[src/rtl/timer_arbiter.sv]
// rtl/timer_arbiter.sv - round-robin sharing of one countdown timer; TMR_ARB_WATCHDOG_EN adds a RUN watchdog
module timer_arbiter #(
    parameter int N_REQ = 4,
    parameter int WIDTH = 8
) (
    input  logic                   clk,
    input  logic                   rst,
    input  logic [N_REQ-1:0]       req,
    input  logic [N_REQ*WIDTH-1:0] req_val,
    output logic [N_REQ-1:0]       grant,
    output logic [N_REQ-1:0]       done_out,
    output logic                   busy,
    output logic                   tmr_load,
    output logic [WIDTH-1:0]       tmr_val,
    input  logic                   tmr_done,
    output logic                   wdt_err
);

    localparam int PTR_W = (N_REQ > 1) ? $clog2(N_REQ) : 1;

    typedef enum logic [1:0] {
        S_IDLE,
        S_LOAD,
        S_RUN,
        S_DONE
    } state_t;

    state_t           state;
    logic [PTR_W-1:0] ptr;
    logic [PTR_W-1:0] gidx;
    logic             blank;

    logic             arb_hit;
    logic [PTR_W-1:0] arb_idx;
    logic [PTR_W-1:0] cand;
    int               cand_i;
    logic [WIDTH-1:0] arb_val;

`ifdef TMR_ARB_WATCHDOG_EN
    logic [WIDTH+1:0] wdt_cnt;
    logic             wdt_err_q;
`endif

    // Scan from the slot after the last winner, wrapping, so the last winner is checked last.
    always_comb begin
        arb_hit = 1'b0;
        arb_idx = '0;
        cand    = '0;
        cand_i  = 0;
        for (int k = 1; k <= N_REQ; k++) begin
            cand_i = int'(ptr) + k;
            if (cand_i >= N_REQ) begin
                cand_i = cand_i - N_REQ;
            end
            cand = PTR_W'(cand_i);
            if (!arb_hit && req[cand]) begin
                arb_hit = 1'b1;
                arb_idx = cand;
            end
        end
        arb_val = req_val[int'(arb_idx)*WIDTH +: WIDTH];
    end

    always_ff @(posedge clk or negedge rst) begin
        if (!rst) begin
            state    <= S_IDLE;
            grant    <= '0;
            done_out <= '0;
            busy     <= 1'b0;
            tmr_load <= 1'b0;
            tmr_val  <= '0;
            ptr      <= PTR_W'(N_REQ - 1);
            gidx     <= '0;
            blank    <= 1'b0;
`ifdef TMR_ARB_WATCHDOG_EN
            wdt_cnt   <= '0;
            wdt_err_q <= 1'b0;
`endif
        end else begin
            tmr_load <= 1'b0;
            done_out <= '0;
`ifdef TMR_ARB_WATCHDOG_EN
            wdt_err_q <= 1'b0;
`endif
            case (state)
                S_IDLE: begin
                    // A live done_out marks the closing cycle of the previous op: hold off one cycle.
                    if (arb_hit && (done_out == '0)) begin
                        state   <= S_LOAD;
                        grant   <= N_REQ'(1) << arb_idx;
                        gidx    <= arb_idx;
                        tmr_val <= arb_val;
                        busy    <= 1'b1;
                    end else begin
                        grant <= '0;
                        busy  <= 1'b0;
                    end
                end
                S_LOAD: begin
                    tmr_load <= 1'b1;
                    blank    <= 1'b1;
`ifdef TMR_ARB_WATCHDOG_EN
                    wdt_cnt  <= '0;
`endif
                    state    <= (tmr_val == '0) ? S_DONE : S_RUN;
                end
                S_RUN: begin
                    // The timer still shows the previous op's flag until our load lands.
                    blank <= 1'b0;
                    if (!blank && tmr_done) begin
                        state <= S_DONE;
                    end
`ifdef TMR_ARB_WATCHDOG_EN
                    else if (wdt_cnt == '1) begin
                        wdt_err_q <= 1'b1;
                        done_out  <= grant;
                        ptr       <= gidx;
                        state     <= S_IDLE;
                    end else begin
                        wdt_cnt <= wdt_cnt + 1'b1;
                    end
`endif
                end
                S_DONE: begin
                    done_out <= grant;
                    ptr      <= gidx;
                    state    <= S_IDLE;
                end
                default: begin
                    state <= S_IDLE;
                end
            endcase
        end
    end

`ifdef TMR_ARB_WATCHDOG_EN
    assign wdt_err = wdt_err_q;
`else
    assign wdt_err = 1'b0;
`endif

endmodule

[config.mk]
export PLATFORM = sky130hd
export DESIGN_NAME = timer_arbiter
export DESIGN_NICKNAME = d
export VERILOG_FILES = /design/src/rtl/timer_arbiter.sv
export SDC_FILE = /design/constraint.sdc
export NUM_CORES = 1
export LEC_CHECK = 0
export ABC_CLOCK_PERIOD_IN_PS = 2100
export BUFFER_PORTS_ARGS = -buffer_cell sky130_fd_sc_hd__buf_2
export CAP_MARGIN = 20
export CORE_MARGIN = 2
export CORE_UTILIZATION = 50
export CTS_BUF_LIST = sky130_fd_sc_hd__clkbuf_8
export DETAILED_ROUTE_END_ITERATION = 10
export PLACE_DENSITY = 0.83
export SKIP_LAST_GASP = 1
export SYNTH_ARGS = -nofsm -noshare
export SYNTH_HDL_FRONTEND = slang
export SYNTH_SLANG_ARGS = --single-unit
[constraint.sdc]
create_clock -name clk -period 2.1 [get_ports clk]
set_input_delay 0.105 -clock clk [delete_from_list [all_inputs] [get_ports clk]]
set_output_delay 0.105 -clock clk [all_outputs]
set_load 0.01 [all_outputs]
# After elaboration in Yosys (flattened, before gate mapping)
# Cells that the tools add are included.
[word_totals] ff_bits=25 out_inout_bits=19 word_cells=76 input_bits=39
[classes] n_shift=2 order_cmp=8 n_reduce_logical=15 eq_ne=5 muxes=29 add_sub_neg=8
[op_table] cell="variable part select 32 x 6 -> 8 bit" n=1
[op_table] cell="two-way mux 2 bit" n=10
[op_table] cell="< comparator 2 x 3 -> 1 bit, second input constant" n=4
[op_table] cell="two-way mux 1 bit" n=11
[op_table] cell="greater-or-equal comparator 3 bit, second input constant" n=3
[op_table] cell="binary-select mux 1 bit (select 2 bit)" n=4
[op_table] cell="logical NOT 8 bit" n=1
[op_table] cell="two-way mux 4 bit" n=2
[op_table] cell="case mux 2 bit (4 select lines)" n=1
[op_table] cell="subtractor 2 x 1 -> 2 bit, second input constant" n=4
[op_table] cell="adder 2 x 2 -> 3 bit, second input constant" n=2
[op_table] cell="logical AND 1 bit" n=5
[op_table] cell="adder 2 x 3 -> 4 bit, second input constant" n=1
[op_table] cell="equality test 2 bit, second input constant" n=2
[op_table] cell="greater-or-equal comparator 4 x 3 -> 1 bit, second input constant" n=1
[op_table] cell="logical NOT 1 bit" n=4
[op_table] cell="logical NOT 4 bit" n=1
[op_table] cell="!= test 2 bit, second input constant" n=2
[op_table] cell="AND reduction 2 bit" n=2
[op_table] cell="left shift 1 x 2 -> 4 bit, first input constant" n=1
[op_table] cell="adder 2 x 1 -> 3 bit, second input constant" n=1
[op_table] cell="equality test 2 x 1 -> 1 bit, second input constant" n=1
[op_table] cell="logical NOT 2 bit" n=1
[op_table] cell="case mux 1 bit (2 select lines)" n=1
[op_table] cell="nonzero test 2 bit" n=1

# Longest topological paths before layout
[depth] ltp_word=18 depth_mapped=7 depth_no_buf=6

# Worst setup path before layout
# OpenSTA, ideal clock, no wires.
[synth_timing] kind="register to register" startpoint="reg ptr[0]" endpoint="reg tmr_val[0]" t_arrival_ns=1.613 setup_slack_ns=0.413 path_stages_with_launch=7 required_time_ns=2.026 path_cell_list="dfstp_2 nand2b_1 o21ai_0 a211o_1 buf_2 mux2_4 o21ai_2"
[synth_via] elab_chain_len=17 elab_cells_between_ends=41 cone_classes="8 x add/sub; 4 x order compare; 1 x shift; 20 x mux; 8 x reduce/logical"
[synth_lines] element="start, declared" line="29" source="logic [PTR_W-1:0] ptr;"
[synth_lines] element="start signal, assigned" line="72" source="ptr <= PTR_W'(N_REQ - 1);"
[synth_lines] element="start signal, assigned" line="126" source="ptr <= gidx;"
[synth_lines] element="branches (longest 17 deep; another with adder 2 x 1 -> 3 bit)"
[synth_lines] element="end signal, assigned" line="92" source="tmr_val <= arb_val;"
[synth_lines] element="end, declared" line="14" source="output logic [WIDTH-1:0] tmr_val,"
# Parallel ways; which one is timed is not known. The select of a mux whose other input is x is not followed.
# A chain may end at the register's enable or synchronous reset.

# Worst setup path after layout
[layout_timing] startpoint="reg ptr[0]" endpoint="reg tmr_val[5]"
# The elaborated chain is that of the path after synthesis.

==> out/metrics.cfg <==
[status]
status = finished clean

[min_path]
min_path_cells = 4
min-delay-start = req_val[6]
hold_class = input pin to flip-flop
hold_end = tmr_val[6]

[pwr]
combPwrFrac = 0.533
cellLeakagePower_nw = 0.9713
pwr-share-seq = 0.352
intPower_mw = 1.465
p_switching_mw = 0.9710
ir_drop_mv = 0.8403
clkPwrFrac = 0.115
power_density_nw_per_um2 = 1367
swShare = 0.3985

[global_routing]
antenna_found_initial = 0
grt_use_total = 0.1944
grt_pass1_vias = 1155
grt_pass1_wl_um = 4961
grt_start_max_net_pins = 26
grt.overflow.total = 0

[yosys]
synth_cell_types = 34
avgSynthCellArea_um2 = 11.17
async_reset_ff_frac = 1.000
synth_fp_nets = 172
synthesis.area_um2 = 1430
synth_edf_count = 0
ys_ff_latch = 25
synth_ff_type = dfrtp_1
yosysSeqAreaShare = 0.4392
ys_warn_count = 0
synthCells = 128

[worst_setup_path]
endpoint_kind = flip-flop
cp.buffers_inverters = 0
r2r_start = ptr[0]
path_class = flip-flop to flip-flop
max_stage_delay_ns = 0.55
critPathTopFamily = compound AO/OA/AOI/OAI gates
cp.arrival_ns = 2.14
crit_path_top_delay_cell = dfstp_2
critPathLaunch = ptr[0]
reg2reg_depth = 5
r2r_end = tmr_val[5]
start_kind = flip-flop
required_ns = 2.29
cp_max_fo = 11
path_cells = nand2b_1 > o21ai_0 > a211o_1 > mux2_2 > o21ai_1
ff2ff_setup_slack_ns = 0.15

[floorplanning]
io_pins = 58
coreArea_um2 = 2734
die_w_um = 57.48
rows = 19
dieArea_um2 = 3304
fp.dieH_um = 57.48
start_util = 0.5231

[detailed_routing]
drcViolationCount = 0
routed_wl_um = 2852
wl_per_cell_um = 13.14
viasPerCell = 5.203
dr.pass1.iters = 4
vias = 1129
drtAntennaViolNets = 0
drtIter0Drc = 24

[sta]
worst-slew-pin-transition_ns = 0.5482
finalCritPeriodShare = 0.9292
setup_tns_ns = 0
max_freq_mhz = 512.5
fin_crit_ns = 1.951
slew-limit-headroom = 0.6345
rsz0062_at_grt = false
clock-skew-final_ns = 0.004925
timing.final.hold_violations = 0
fin_hold_ws_ns = 0.2719
maxSlewViolCount = 0
setup_violations = 0

[clocking]
numCtsBuffers = 3
cts_tree = done
root_buffer = clkbuf_8
post_cts_buffers = 0
clk_pin_slew_ns = 0.09
cts_buffer_depth = 2
cts_htree_levels = 1
clk_latency_ns = 0.26
clock_sinks = 25

[placement]
place.gp.congestion = 0.8123
hpwl_um = 2268
port_buffers = 56

[final_layout]
n_antenna_cell = 0
drive_gt1_frac = 0.4516
utilization = 0.6522
syn_to_final_growth_pct = 24.67
nNetsFinal = 231

[run]
maxCapViolations = 0

## synth_stat cells (2+ instances only)
cell,n,share of area
mux2_4,6,0.063
dfstp_2,2,0.037
o21ai_0,3,0.010
o2bb2ai_1,4,0.024
buf_2,2,0.0070
nand2b_1,2,0.0087
nor4_1,2,0.0087
and2_1,4,0.017
a21oi_1,2,0.0070
o21ai_2,7,0.043
o21ai_1,3,0.010
mux2_2,5,0.039
ha_1,5,0.044
nor2_1,4,0.010
mux2i_1,17,0.12
nand2_1,12,0.031
inv_1,8,0.021
o31ai_1,2,0.010
dfrtp_1,23,0.40
## state kept, by name (all words and copies together), names as in the netlist
| signal | flops |
|---|---|
| tmr_val | 8 |
| done_out | 4 |
| grant | 4 |
| gidx | 2 |
| ptr | 2 |
| state | 2 |
| blank | 1 |
| busy | 1 |
| tmr_load | 1 |
## power groups by stage
stage               Sequential, mW  Clock, mW  Combinational, mW
floorplan                    0.898          0              0.923
global placement             0.851          0               1.25
detailed placement           0.867          0               1.31
CTS                          0.858      0.284               1.32
global route                 0.889      0.315               1.45
finish                       0.857      0.281               1.30
## area by class of cell
type | instances | area (um2)
fill | 220 | 950.9
multi-input combinational | 89 | 726.9
sequential | 25 | 628.1
timing repair buffer | 60 | 312.8
clock buffer | 3 | 41.29
tap | 31 | 38.79
inverter | 8 | 30.03
clock inverter | 1 | 5.005
## per-layer routing
layer / track usage / wire length (um)
met5: 0 / 0
met1: 0.2284 / 1178
met3: 0.03628 / 184
met2: 0.3474 / 1443
met4: 0.07641 / 46
## stage by stage
stage | instances | instance area, um2 | total power [mW] | setup slack [ns]
detailed placement | 212 | 1727 | 2.181 | 0.1481
finish | 217 | 1783 | 2.436 | 0.1486
global route | 217 | 1783 | 2.656 | 0.05616
global placement | 212 | 1727 | 2.098 | 0.2837
floorplan | 128 | 1430 | 1.821 | 0.4130
CTS | 217 | 1783 | 2.463 | 0.1453
## logic make-up after synthesis
kind of cell	Yosys count	share of synthesized area
AND/OR/NAND/NOR	31	0.1094
flip-flops	25	0.4392
buffers and inverters	14	0.05774
AO/OA/AOI/OAI	24	0.1260
multiplexers	28	0.2213
adder cells (fa/ha/maj)	5	0.04374
other	1	0.002622
## cell usage in the layout, fill, tap and decap left out, types with 2 or more instances in the layout
master | netlist | layout
buf_2 | 2 | 56
clkbuf_8 | 0 | 3
mux2_4 | 6 | 6
o21ai_2 | 7 | 7
o2bb2ai_1 | 4 | 4
inv_1 | 8 | 8
nor4_1 | 2 | 2
mux2_2 | 5 | 5
o21ai_0 | 3 | 3
mux2i_1 | 17 | 17
and2_1 | 4 | 4
buf_4 | 1 | 3
dfstp_2 | 2 | 2
o21ai_1 | 3 | 3
nand2_1 | 12 | 12
dfrtp_1 | 23 | 23
nand2b_1 | 2 | 2
a21oi_1 | 2 | 2
o31ai_1 | 2 | 2
nor2_1 | 4 | 4
ha_1 | 5 | 5
## worst max path at each step
stage	end	depth (start not counted)	slack, ns
global route	tmr_val[5]	5	0.06
finish	tmr_val[5]	5	0.15
detailed placement	tmr_val[5]	5	0.15
floorplan	tmr_val[0]	6	0.41
CTS	tmr_val[5]	5	0.15
global placement	tmr_val[1]	5	0.28
## tightest hold or removal path: stages
cell     delay [ns]
buf_2          0.09
mux2i_1        0.11
mux2_4         0.16
o21ai_2        0.04
## what timing repair did
| item | in CTS | in global routing |
|---|---|---|
| resized for setup | 0 | 0 |
| hold buffers | 1 | 0 |
| endpoints found under the hold margin | 23 | 0 |
Power figures use the tool's default switching activity.
